<file path="config.mk">
export PLATFORM = sky130hd
export DESIGN_NAME = pipeline_ctrl
export DESIGN_NICKNAME = d
export VERILOG_FILES = /design/src/rtl/pipeline_ctrl.sv
export SDC_FILE = /design/constraint.sdc
export NUM_CORES = 1
export LEC_CHECK = 0
export ABC_CLOCK_PERIOD_IN_PS = 2600
export CAP_MARGIN = 20
export CORE_UTILIZATION = 30
export CTS_BUF_LIST = sky130_fd_sc_hd__clkbuf_4 sky130_fd_sc_hd__clkbuf_8 sky130_fd_sc_hd__clkbuf_16
export DETAILED_ROUTE_END_ITERATION = 10
export GPL_TIMING_DRIVEN = 0
export SYNTH_ARGS = -nofsm -noshare
export SYNTH_HDL_FRONTEND = slang
export SYNTH_SLANG_ARGS = --single-unit
export TNS_END_PERCENT = 30
</file>
<file path="constraint.sdc">
create_clock -name clk -period 2.6 [get_ports clk]
set_clock_uncertainty 0.05 [all_clocks]
set_input_delay 0.52 -clock clk [delete_from_list [all_inputs] [get_ports clk]]
set_output_delay 0.52 -clock clk [all_outputs]
set_load 0.03 [all_outputs]
</file>
<file path="src/rtl/pipeline_ctrl.sv">
// Pipeline sequencing controller: PC enable and IF/ID, ID/EX, EX/MEM buffer
// stall/clear generation for load-use hazards, branch flushes, slow-memory
// wait states, blocking I/O waits and memory-timeout halt.
module pipeline_ctrl #(
    parameter int unsigned TIMEOUT = 1023
) (
    input  logic        clk,
    input  logic        rst,
    input  logic [4:0]  id_rs1,
    input  logic [4:0]  id_rs2,
    input  logic        id_use_rs1,
    input  logic        id_use_rs2,
    input  logic        ex_MemRead,
    input  logic [4:0]  ex_rd,
    input  logic        branch_taken,
    input  logic        mem_req,
    input  logic        mem_ready,
    input  logic        io_req,
    input  logic        io_confirm,
    output logic        pc_en,
    output logic        ifb_stall,
    output logic        ifb_clear,
    output logic        idb_stall,
    output logic        idb_clear,
    output logic        exb_stall,
    output logic        halted,
    output logic        mem_err,
    output logic [1:0]  state,
    output logic [15:0] stall_cnt
);

    typedef enum logic [1:0] {
        StRun     = 2'd0,
        StMemWait = 2'd1,
        StIoWait  = 2'd2,
        StHalt    = 2'd3
    } state_e;

    localparam logic [9:0] TimeoutCnt = TIMEOUT[9:0];

    state_e      state_q, state_d;
    logic [9:0]  wait_cnt_q, wait_cnt_d;
    logic        conf_q;
    logic        mem_err_q, mem_err_d;
    logic [15:0] stall_cnt_q;

    logic load_use;
    logic freeze;
    logic rules_from2;  // evaluate RUN rules 2..5 (io wait, branch, hazard, normal)
    logic rules_from3;  // evaluate RUN rules 3..5 (branch, hazard, normal)

    assign load_use = ex_MemRead && (ex_rd != 5'd0) &&
                      ((id_use_rs1 && (id_rs1 == ex_rd)) ||
                       (id_use_rs2 && (id_rs2 == ex_rd)));

    // Next-state logic and Mealy buffer controls
    always_comb begin
        state_d     = state_q;
        wait_cnt_d  = wait_cnt_q;
        mem_err_d   = mem_err_q;
        freeze      = 1'b0;
        rules_from2 = 1'b0;
        rules_from3 = 1'b0;
        pc_en       = 1'b1;
        ifb_stall   = 1'b0;
        ifb_clear   = 1'b0;
        idb_stall   = 1'b0;
        idb_clear   = 1'b0;
        exb_stall   = 1'b0;

        unique case (state_q)
            StRun: begin
                if (mem_req && !mem_ready) begin
                    freeze     = 1'b1;
                    state_d    = StMemWait;
                    wait_cnt_d = 10'd0;
                end else begin
                    rules_from2 = 1'b1;
                end
            end
            StMemWait: begin
                if (mem_ready) begin
                    // Ready on the timeout cycle still completes the access.
                    rules_from2 = 1'b1;
                    state_d     = StRun;
                end else if (wait_cnt_q == TimeoutCnt) begin
                    freeze    = 1'b1;
                    state_d   = StHalt;
                    mem_err_d = 1'b1;
                end else begin
                    freeze     = 1'b1;
                    wait_cnt_d = wait_cnt_q + 10'd1;
                end
            end
            StIoWait: begin
                // Only a fresh press releases; a level held from entry does not.
                if (io_confirm && !conf_q) begin
                    rules_from3 = 1'b1;
                    state_d     = StRun;
                end else begin
                    freeze = 1'b1;
                end
            end
            StHalt: begin
                freeze = 1'b1;
            end
            default: begin
                freeze = 1'b1;
            end
        endcase

        if (rules_from2 && io_req) begin
            freeze = 1'b1;
            if (state_q == StRun) begin
                state_d = StIoWait;
            end
        end else if (rules_from2 || rules_from3) begin
            if (branch_taken) begin
                ifb_clear = 1'b1;
                idb_clear = 1'b1;
            end else if (load_use) begin
                pc_en     = 1'b0;
                ifb_stall = 1'b1;
                idb_clear = 1'b1;
            end
        end

        if (freeze) begin
            pc_en     = 1'b0;
            ifb_stall = 1'b1;
            idb_stall = 1'b1;
            exb_stall = 1'b1;
            ifb_clear = 1'b0;
            idb_clear = 1'b0;
        end

        // Reset flushes both front buffers and holds the PC.
        if (!rst) begin
            pc_en     = 1'b0;
            ifb_stall = 1'b0;
            idb_stall = 1'b0;
            exb_stall = 1'b0;
            ifb_clear = 1'b1;
            idb_clear = 1'b1;
        end
    end

    // State, wait counter, confirm sampler and sticky error registers
    always_ff @(posedge clk or negedge rst) begin
        if (!rst) begin
            state_q    <= StRun;
            wait_cnt_q <= 10'd0;
            conf_q     <= 1'b0;
            mem_err_q  <= 1'b0;
        end else begin
            state_q    <= state_d;
            wait_cnt_q <= wait_cnt_d;
            conf_q     <= io_confirm;
            mem_err_q  <= mem_err_d;
        end
    end

    // Saturating count of PC-held cycles outside HALT
    always_ff @(posedge clk or negedge rst) begin
        if (!rst) begin
            stall_cnt_q <= 16'd0;
        end else if (!pc_en && (state_q != StHalt) && (stall_cnt_q != 16'hFFFF)) begin
            stall_cnt_q <= stall_cnt_q + 16'd1;
        end
    end

    assign state     = state_q;
    assign halted    = (state_q == StHalt);
    assign mem_err   = mem_err_q;
    assign stall_cnt = stall_cnt_q;

endmodule

</file>
* After elaboration in Yosys (flattened, before gate mapping)
Index checks and enable logic that the tools add are counted. Widths: inputs -> output; s select.
Word-level totals: register bits after elaboration 30, bits in latches 0, memory bits (writable) 0, ROM bits 0, output and inout bits 26, logic and storage cells 83, memories kept 0
Cells by class: $add $sub $neg 2, $mul 0, div/mod/pow operators 0, magnitude comparators 0, eq/ne operators 11, shift operators 0, muxes and demuxes 45, bitwise gates (word level) 1, reductions and logical operators 19
Operator list (number):
- $mux 1 | 32
- $mux 10 | 3
- $pmux 10 s2 | 1
- $add 16x1->16 const B | 1
- $ne 16x16->1 const B | 1
- $mux 2 | 6
- $add 10x1->10 const B | 1
- $eq 10x10->1 const B | 1
- $eq 5x5->1 | 2
- $logic_and 1x1->1 | 9
- $ne 2x2->1 const B | 4
- $pmux 2 s3 | 1
- $reduce_bool 5->1 | 1
- $eq 2x2->1 const B | 2
- $pmux 1 s4 | 1
- $reduce_and 4->1 | 1
- $logic_not 1->1 | 3
- $reduce_and 3->1 | 1
- $eq 2x1->1 const B | 1
- $logic_not 2->1 | 1
- $logic_or 1x1->1 | 2
- $pmux 1 s2 | 1
- $reduce_bool 2->1 | 1
- $not 1->1 | 1

* Longest topological paths before layout
Gate-level depths: netlist (run 1).
word-level depth 13, depth in mapped cells 8, gate-level depth less buffers 7

* Worst setup path before layout (run 1)
Ideal clock, no wire load.
kind input to output, start point input port ex_rd[1], end point output port pc_en, data arrival time 1821 ps, required time 2030 ps, path slack 209 ps, stages on the path 5, path buffers 0, path through or4_1 > o21a_1 > nand2_1 > o21ai_0 > nor2_1
On the way: word-level cells in the longest chain between the ends 10
Ends and longest elaborated chain:
- from (decl) | RTL line 14 | input logic [4:0] ex_rd,
- $eq 5x5->1, on equally long branches | RTL line 53, 54
- $logic_and 1x1->1, on equally long branches | RTL line 53, 54
- $logic_or 1x1->1 | RTL line 53 | ((id_use_rs1 && (id_rs1 == ex_rd)) ||
- $logic_and 1x1->1 * | RTL line 52 | assign load_use = ex_MemRead && (ex_rd != 5'd0) &&
- $mux 1 * | RTL line 121 | end else if (load_use) begin
- $mux 1 * | RTL line 118 | if (branch_taken) begin
- $mux 1 * | RTL line 117 | end else if (rules_from2 || rules_from3) begin
- $mux 1 * | RTL line 112 | if (rules_from2 && io_req) begin
- $mux 1 * | RTL line 128 | if (freeze) begin
- $mux 1 * | RTL line 138 | if (!rst) begin
- to (decl) | RTL line 20 | output logic pc_en,
Mark *: on every way between the ends. The rest lies on a longest branch, timed or not.

* Worst setup path in the final report (run 1)
start point input port id_rs1[2], end point output port ifb_stall
On the way: word-level cells in the longest chain between the ends 10
Ends and longest elaborated chain:
- from (decl) | RTL line 9 | input logic [4:0] id_rs1,
- $eq 5x5->1 | RTL line 53
- $logic_and 1x1->1 | RTL line 53
- $logic_or 1x1->1 | RTL line 53
- $logic_and 1x1->1 | RTL line 52
- $mux 1 | RTL line 121
- $mux 1 | RTL line 118
- $mux 1 | RTL line 117
- $mux 1 | RTL line 112
- $mux 1 | RTL line 128
- $mux 1 | RTL line 138
- to (decl) | RTL line 21 | output logic ifb_stall,
Every way passes these cells.

==> impl_metrics.ini, run 1 <==
[clock_network]
cts.root.buffer_cell = clkbuf_8
holdBufCountCts = 0
cts.sinks = 30
h-tree-depth = 2
clock_path_buffers = 2
numCtsBuffers = 5
clk_latency_ns = 0.27
cts_tree = yes
path_clk_slew_ns = 0.06

[yosys]
syn-cell-area_sq_um = 1720
synth_top_family_by_area = simple AND/OR/NAND/NOR gates
synth_edf_count = 0
synth.avg_cell_area_sq_um = 9.98
synthFlopType = dfrtp_1
synth_compound_area_frac = 0.0889
synth_top_area_frac = 0.437
synth_nets = 199
yosysWarnings = 0
synthCells = 172
yosys_register_bits = 30
async_flop_share = 1.00
synth-xor-area-share = 0.158
synth_cell_type_count = 43
synth_top_cell_by_area = dfrtp_1
yosys-top-cells-area = dfrtp_1 44%, xor2_1 9.2%, xnor2_1 6.6%
synth_mux_area_frac = 0.0190
netlist_top_cells_count = 30 x dfrtp_1, 21 x nor2_1, 18 x xor2_1
synth-seq-area-share = 0.437
yosys.cell_count.top_type = dfrtp_1
synth-simple-area-share = 0.260
synthAdderAreaFrac = 0.0146

[routing]
drt_iter0_drc = 64
firstDrtPassIters = 4
drt-total-wl_um = 3640
ant_nets = 0
vias = 1448
remaining_drc_errors = 0
vias_per_cell = 4.78
wl_per_cell_um = 12.0

[die]
die_y_um = 77.6
dieArea_sq_um = 6030
dieWidth_um = 77.6
rows = 27
core-area_sq_um = 5510
start_util = 0.312
top_level_ports = 51

[final_layout]
diodes = 0
drive_gt1_frac = 0.130
area_growth_syn_to_layout_pct = 39.9
nets = 258
utilization = 0.436

[grt]
overflow = 0
grt_max_degree = 36
antenna_found_initial = 0
grt_pass1_wl_um = 6440
grt_pass1_vias = 1428
grt_util_all_layers = 0.135

[timing]
grt_setup_unrepaired = true
slew_headroom = 0.493
fin_crit_ns = 2.57
finalCritPeriodShare = 0.989
worst_slew_pin_slew_ns = 0.760
max_freq_ghz = 0.389
finalHoldViolations = 0
slew_violations = 0
setup_violations = 0

[placement]
portBuffers = 50
dp.final_hpwl_um = 2660
globalplace.congestion = 0.706

[worst_setup_path]
reg2reg_from = stall_cnt[0]
cp_max_fo = 3
required_ns = 2.03
r2r_end = stall_cnt[1]
worstSetupPathType = input pin to output port
crit_path_end_kind = output port
r2r_slack_ns = 0.37
setup.worst_path.start = id_rs1[2]
cp.arrival_ns = 2.00
reg2regPathDepth = 7
startpoint_type = input pin
cp-endpoint = ifb_stall

[pwr]
comb_power_share = 0.439
clkPwrFrac = 0.196
netSwitchingFraction = 0.394
leakage_uw = 0.00109
pwr-share-seq = 0.365
power.total_uw = 1830
internal-power_uw = 1110
vdd_ir_drop_max_uv = 608
cellPowerDensity_nw_per_um2 = 764
p_sw_uw = 723

[run_status]
status = finished, final reports clean

[min_path]
min_path_type = input pin to asynchronous set/reset pin

[run]
max_cap_viol_count = 0
==> area by class of cell <==
type / instances / area (sq um)
flip-flops and latches: 30 / 751
multi-input cells: 135 / 943
inverters: 4 / 15.0
plain buffers: 3 / 22.5
fillers: 540 / 3110
well taps: 72 / 90.1
repair buffers: 52 / 495
clock buffers: 7 / 83.8
==> cell families after synthesis <==
group | after synthesis
compound gates | 18
xor+xnor | 31
fa+ha+maj | 2
buf+inv | 7
flops | 30
mux | 3
simple gates | 81
==> sequential cells by signal, summed over array words and instances (netlist names) <==
signal and flops:
state 2, wait_cnt_q 10, mem_err 1, conf_q 1, stall_cnt 16
==> timing repair <==
item,CTS,global route
gates resized for setup,29,4
gates cloned,0,0
endpoints found under the setup margin,6,5
setup buffers,1,1
pin swaps,4,1
hold endpoints to repair,0,0
==> worst min-delay path by stage <==
stage	end	slack [ns]
6_report	wait_cnt_q[9]	0.27
5_1_grt	wait_cnt_q[2]	0.33
4_1_cts	wait_cnt_q[9]	0.29
3_5_place_dp	mem_err	0.40
3_3_place_gp	mem_err	0.39
2_1_floorplan	conf_q	0.17
==> worst max-delay path: stages <==
cell and delay (ns):
clkdlybuf4s50_1 0.47, xnor2_1 0.12, nand4_1 0.17, o22ai_4 0.23, nand2_1 0.09, o21ai_2 0.13, and2_4 0.15, buf_6 0.12
==> power by group through the flow <==
stage	Sequential, uW	Clock [uW]	Combinational [uW]
global route	688	392	873
floorplan	785	0	382
global placement	677	0	802
CTS	672	371	805
finish	669	360	805
detailed placement	679	0	808
==> metal layers <==
metal  GRT usage  vias up  wire length, um
li1            -      719                -
met1       0.183      678             1800
met2       0.202       47             1480
met3      0.0424        4              311
met4      0.0453        0               45
met5           0        -                0
==> cells in the final DEF (no fill, tap or decap), types with 2 or more instances in the layout <==
cell type / instances
clkdlybuf4s50_1: 37
dfrtp_1: 30
nor2_1: 21
xor2_1: 18
nand2_1: 16
xnor2_1: 13
nand4_1: 8
dlygate4sd2_1: 7
nand3_1: 6
nor3_1: 5
buf_4: 5
clkbuf_8: 5
nand2b_1: 4
and3_1: 4
inv_1: 3
a21oi_1: 3
o21ai_0: 3
and4_1: 3
and2_1: 2
buf_6: 2
nor3b_1: 2
nor4b_1: 2
ha_1: 2
clkbuf_4: 2
buf_2: 2
==> metrics by stage <==
step | std cells | setup WS, ns | hold WS (ns) | TNS (ns) | area [sq um]
3_3_place_gp | 294 | -1.21 | 0.390 | -19.84 | 2310
2_1_floorplan | 172 | 0.209 | 0.174 | 0 | 1720
4_1_cts | 302 | -0.0466 | 0.291 | -0.0466 | 2380
6_report | 303 | 0.0276 | 0.269 | 0 | 2400
3_5_place_dp | 294 | -0.722 | 0.400 | -3.25 | 2300
5_1_grt | 303 | -0.0749 | 0.328 | -0.0905 | 2400
(Power assumes the default switching activity.)
==> run 2, diff against run 1 <==
--- a/config.mk
+++ b/config.mk
@@ -11,6 +11,8 @@
 export CTS_BUF_LIST = sky130_fd_sc_hd__clkbuf_4 sky130_fd_sc_hd__clkbuf_8 sky130_fd_sc_hd__clkbuf_16
 export DETAILED_ROUTE_END_ITERATION = 10
 export GPL_TIMING_DRIVEN = 0
+export SETUP_SLACK_MARGIN = 0.5
+export SKIP_CTS_REPAIR_TIMING = 1
 export SYNTH_ARGS = -nofsm -noshare
 export SYNTH_HDL_FRONTEND = slang
 export SYNTH_SLANG_ARGS = --single-unit
==> impl_metrics.ini, run 2 (same netlist as run 1, synthesis figures left out) <==
[run_status]
status = finished, final reports clean

[routing]
drt_iter0_drc = 64
vias_per_cell = 4.73
vias = 1481
firstDrtPassIters = 4
drt-total-wl_um = 3910
remaining_drc_errors = 0
wl_per_cell_um = 12.5
ant_nets = 0

[worst_setup_path]
crit_path_end_kind = output port
r2r_end = stall_cnt[1]
cp.arrival_ns = 1.77
cp_max_fo = 4
reg2reg_from = stall_cnt[1]
required_ns = 2.03
worstSetupPathType = input pin to output port
reg2regPathDepth = 7
r2r_slack_ns = 0.58
startpoint_type = input pin

[placement]
place_area_sq_um = 2330
post-place-cells = 294
portBuffers = 50
dp.final_hpwl_um = 2680
globalplace.congestion = 0.743

[die]
start_util = 0.312
core-area_sq_um = 5510
top_level_ports = 51
die_y_um = 77.6
dieArea_sq_um = 6030
rows = 27
dieWidth_um = 77.6

[timing]
worst_slew_pin_slew_ns = 0.404
slew_violations = 0
finalHoldViolations = 0
finalCritPeriodShare = 0.902
fin_crit_ns = 2.34
grt_setup_unrepaired = true
slew_headroom = 0.730
setup_violations = 0
max_freq_ghz = 0.427

[pwr]
power.total_uw = 2130
vdd_ir_drop_max_uv = 702
cellPowerDensity_nw_per_um2 = 819
leakage_uw = 0.00128

[grt]
grt_pass1_vias = 1381
grt_util_all_layers = 0.132
overflow = 0
grt_pass1_wl_um = 6380
grt_max_degree = 36
antenna_found_initial = 0

[clock_network]
cts.root.buffer_cell = clkbuf_8
clock_path_buffers = 2
cts_tree = yes
clk_latency_ns = 0.28
path_clk_slew_ns = 0.07
numCtsBuffers = 5
h-tree-depth = 2
cts.sinks = 30

[final_layout]
fin_area_sq_um = 2600
area_growth_syn_to_layout_pct = 51.4
final_common_cell = dfrtp_1
drive_gt1_frac = 0.266
utilization = 0.472
largest_reg_flops = 16
stdcell_count = 313
nets = 267
mostFrequentLayoutCells = 26 x dfrtp_1, 23 x clkdlybuf4s50_1, 18 x xor2_1
diodes = 0

[min_path]
min_path_type = input pin to asynchronous set/reset pin

[run]
max_cap_viol_count = 0
-- run 2: cell count changes in the layout (fill, tap and decap cells not counted), moves of 3 or more --
cell,previous run,this run
dlymetal6s2s_1,1,13
dfrtp_2,0,4
nand2_1,16,12
buf_4,5,11
nor2_2,0,3
clkbuf_2,0,6
dlygate4sd2_1,7,0
clkdlybuf4s50_1,37,23
nor2_1,21,17
dfrtp_1,30,26
buf_6,2,6
-- run 2: worst max-delay path by stage --
stage / cells after the start / start / end / slack (ns)
after floorplan: 5 / ex_rd[1] / pc_en / 0.39
after global placement: 5 / rst / idb_stall / -1.34
after detailed placement: 7 / ex_rd[1] / pc_en / -0.74
after CTS: 7 / ex_rd[1] / pc_en / -0.74
after global routing: 8 / id_rs1[1] / ifb_stall / 0.20
final: 7 / ex_rd[4] / ifb_stall / 0.26
-- run 2: cell type report --
class | count | area [sq um]
Fill cell | 520 | 2910
Multi-Input combinational cell | 135 | 1010
Sequential cell | 30 | 756
Timing Repair Buffer | 61 | 587
Tap cell | 72 | 90.1
Clock buffer | 7 | 83.8
Clock inverter | 1 | 30.0
Buffer | 3 | 22.5
Inverter | 4 | 17.5
-- run 2: power breakdown --
part | internal [uW] | leakage (uW) | total, uW | switching [uW]
clock network | 307 | 0.0000593 | 478 | 171
registers | 564 | 0.000393 | 684 | 120
logic | 458 | 0.000824 | 966 | 508
total | 1330 | 0.00128 | 2130 | 799
-- run 2: stage by stage --
step	hold WS (ns)	setup WS, ns	setup TNS (ns)
2_1_floorplan	0.174	0.390	0
5_1_grt	0.0804	0.205	0
3_3_place_gp	0.392	-1.34	-20.35
4_1_cts	0.283	-0.741	-2.84
6_report	0.0624	0.256	0
3_5_place_dp	0.401	-0.742	-4.02
-- run 2: per-layer routing --
metal	share of wire	vias up	global-route usage
met1	0.48	700	0.179
met3	0.059	5	0.0365
li1	-	735	-
met5	0	-	0
met4	0.014	0	0.0509
met2	0.44	41	0.198
-- run 2: critical path: stages --
cell,delay [ns]
buf_8,0.10
or4_4,0.52
o21a_4,0.23
nand2_4,0.06
o21ai_4,0.07
and2_4,0.14
buf_6,0.13
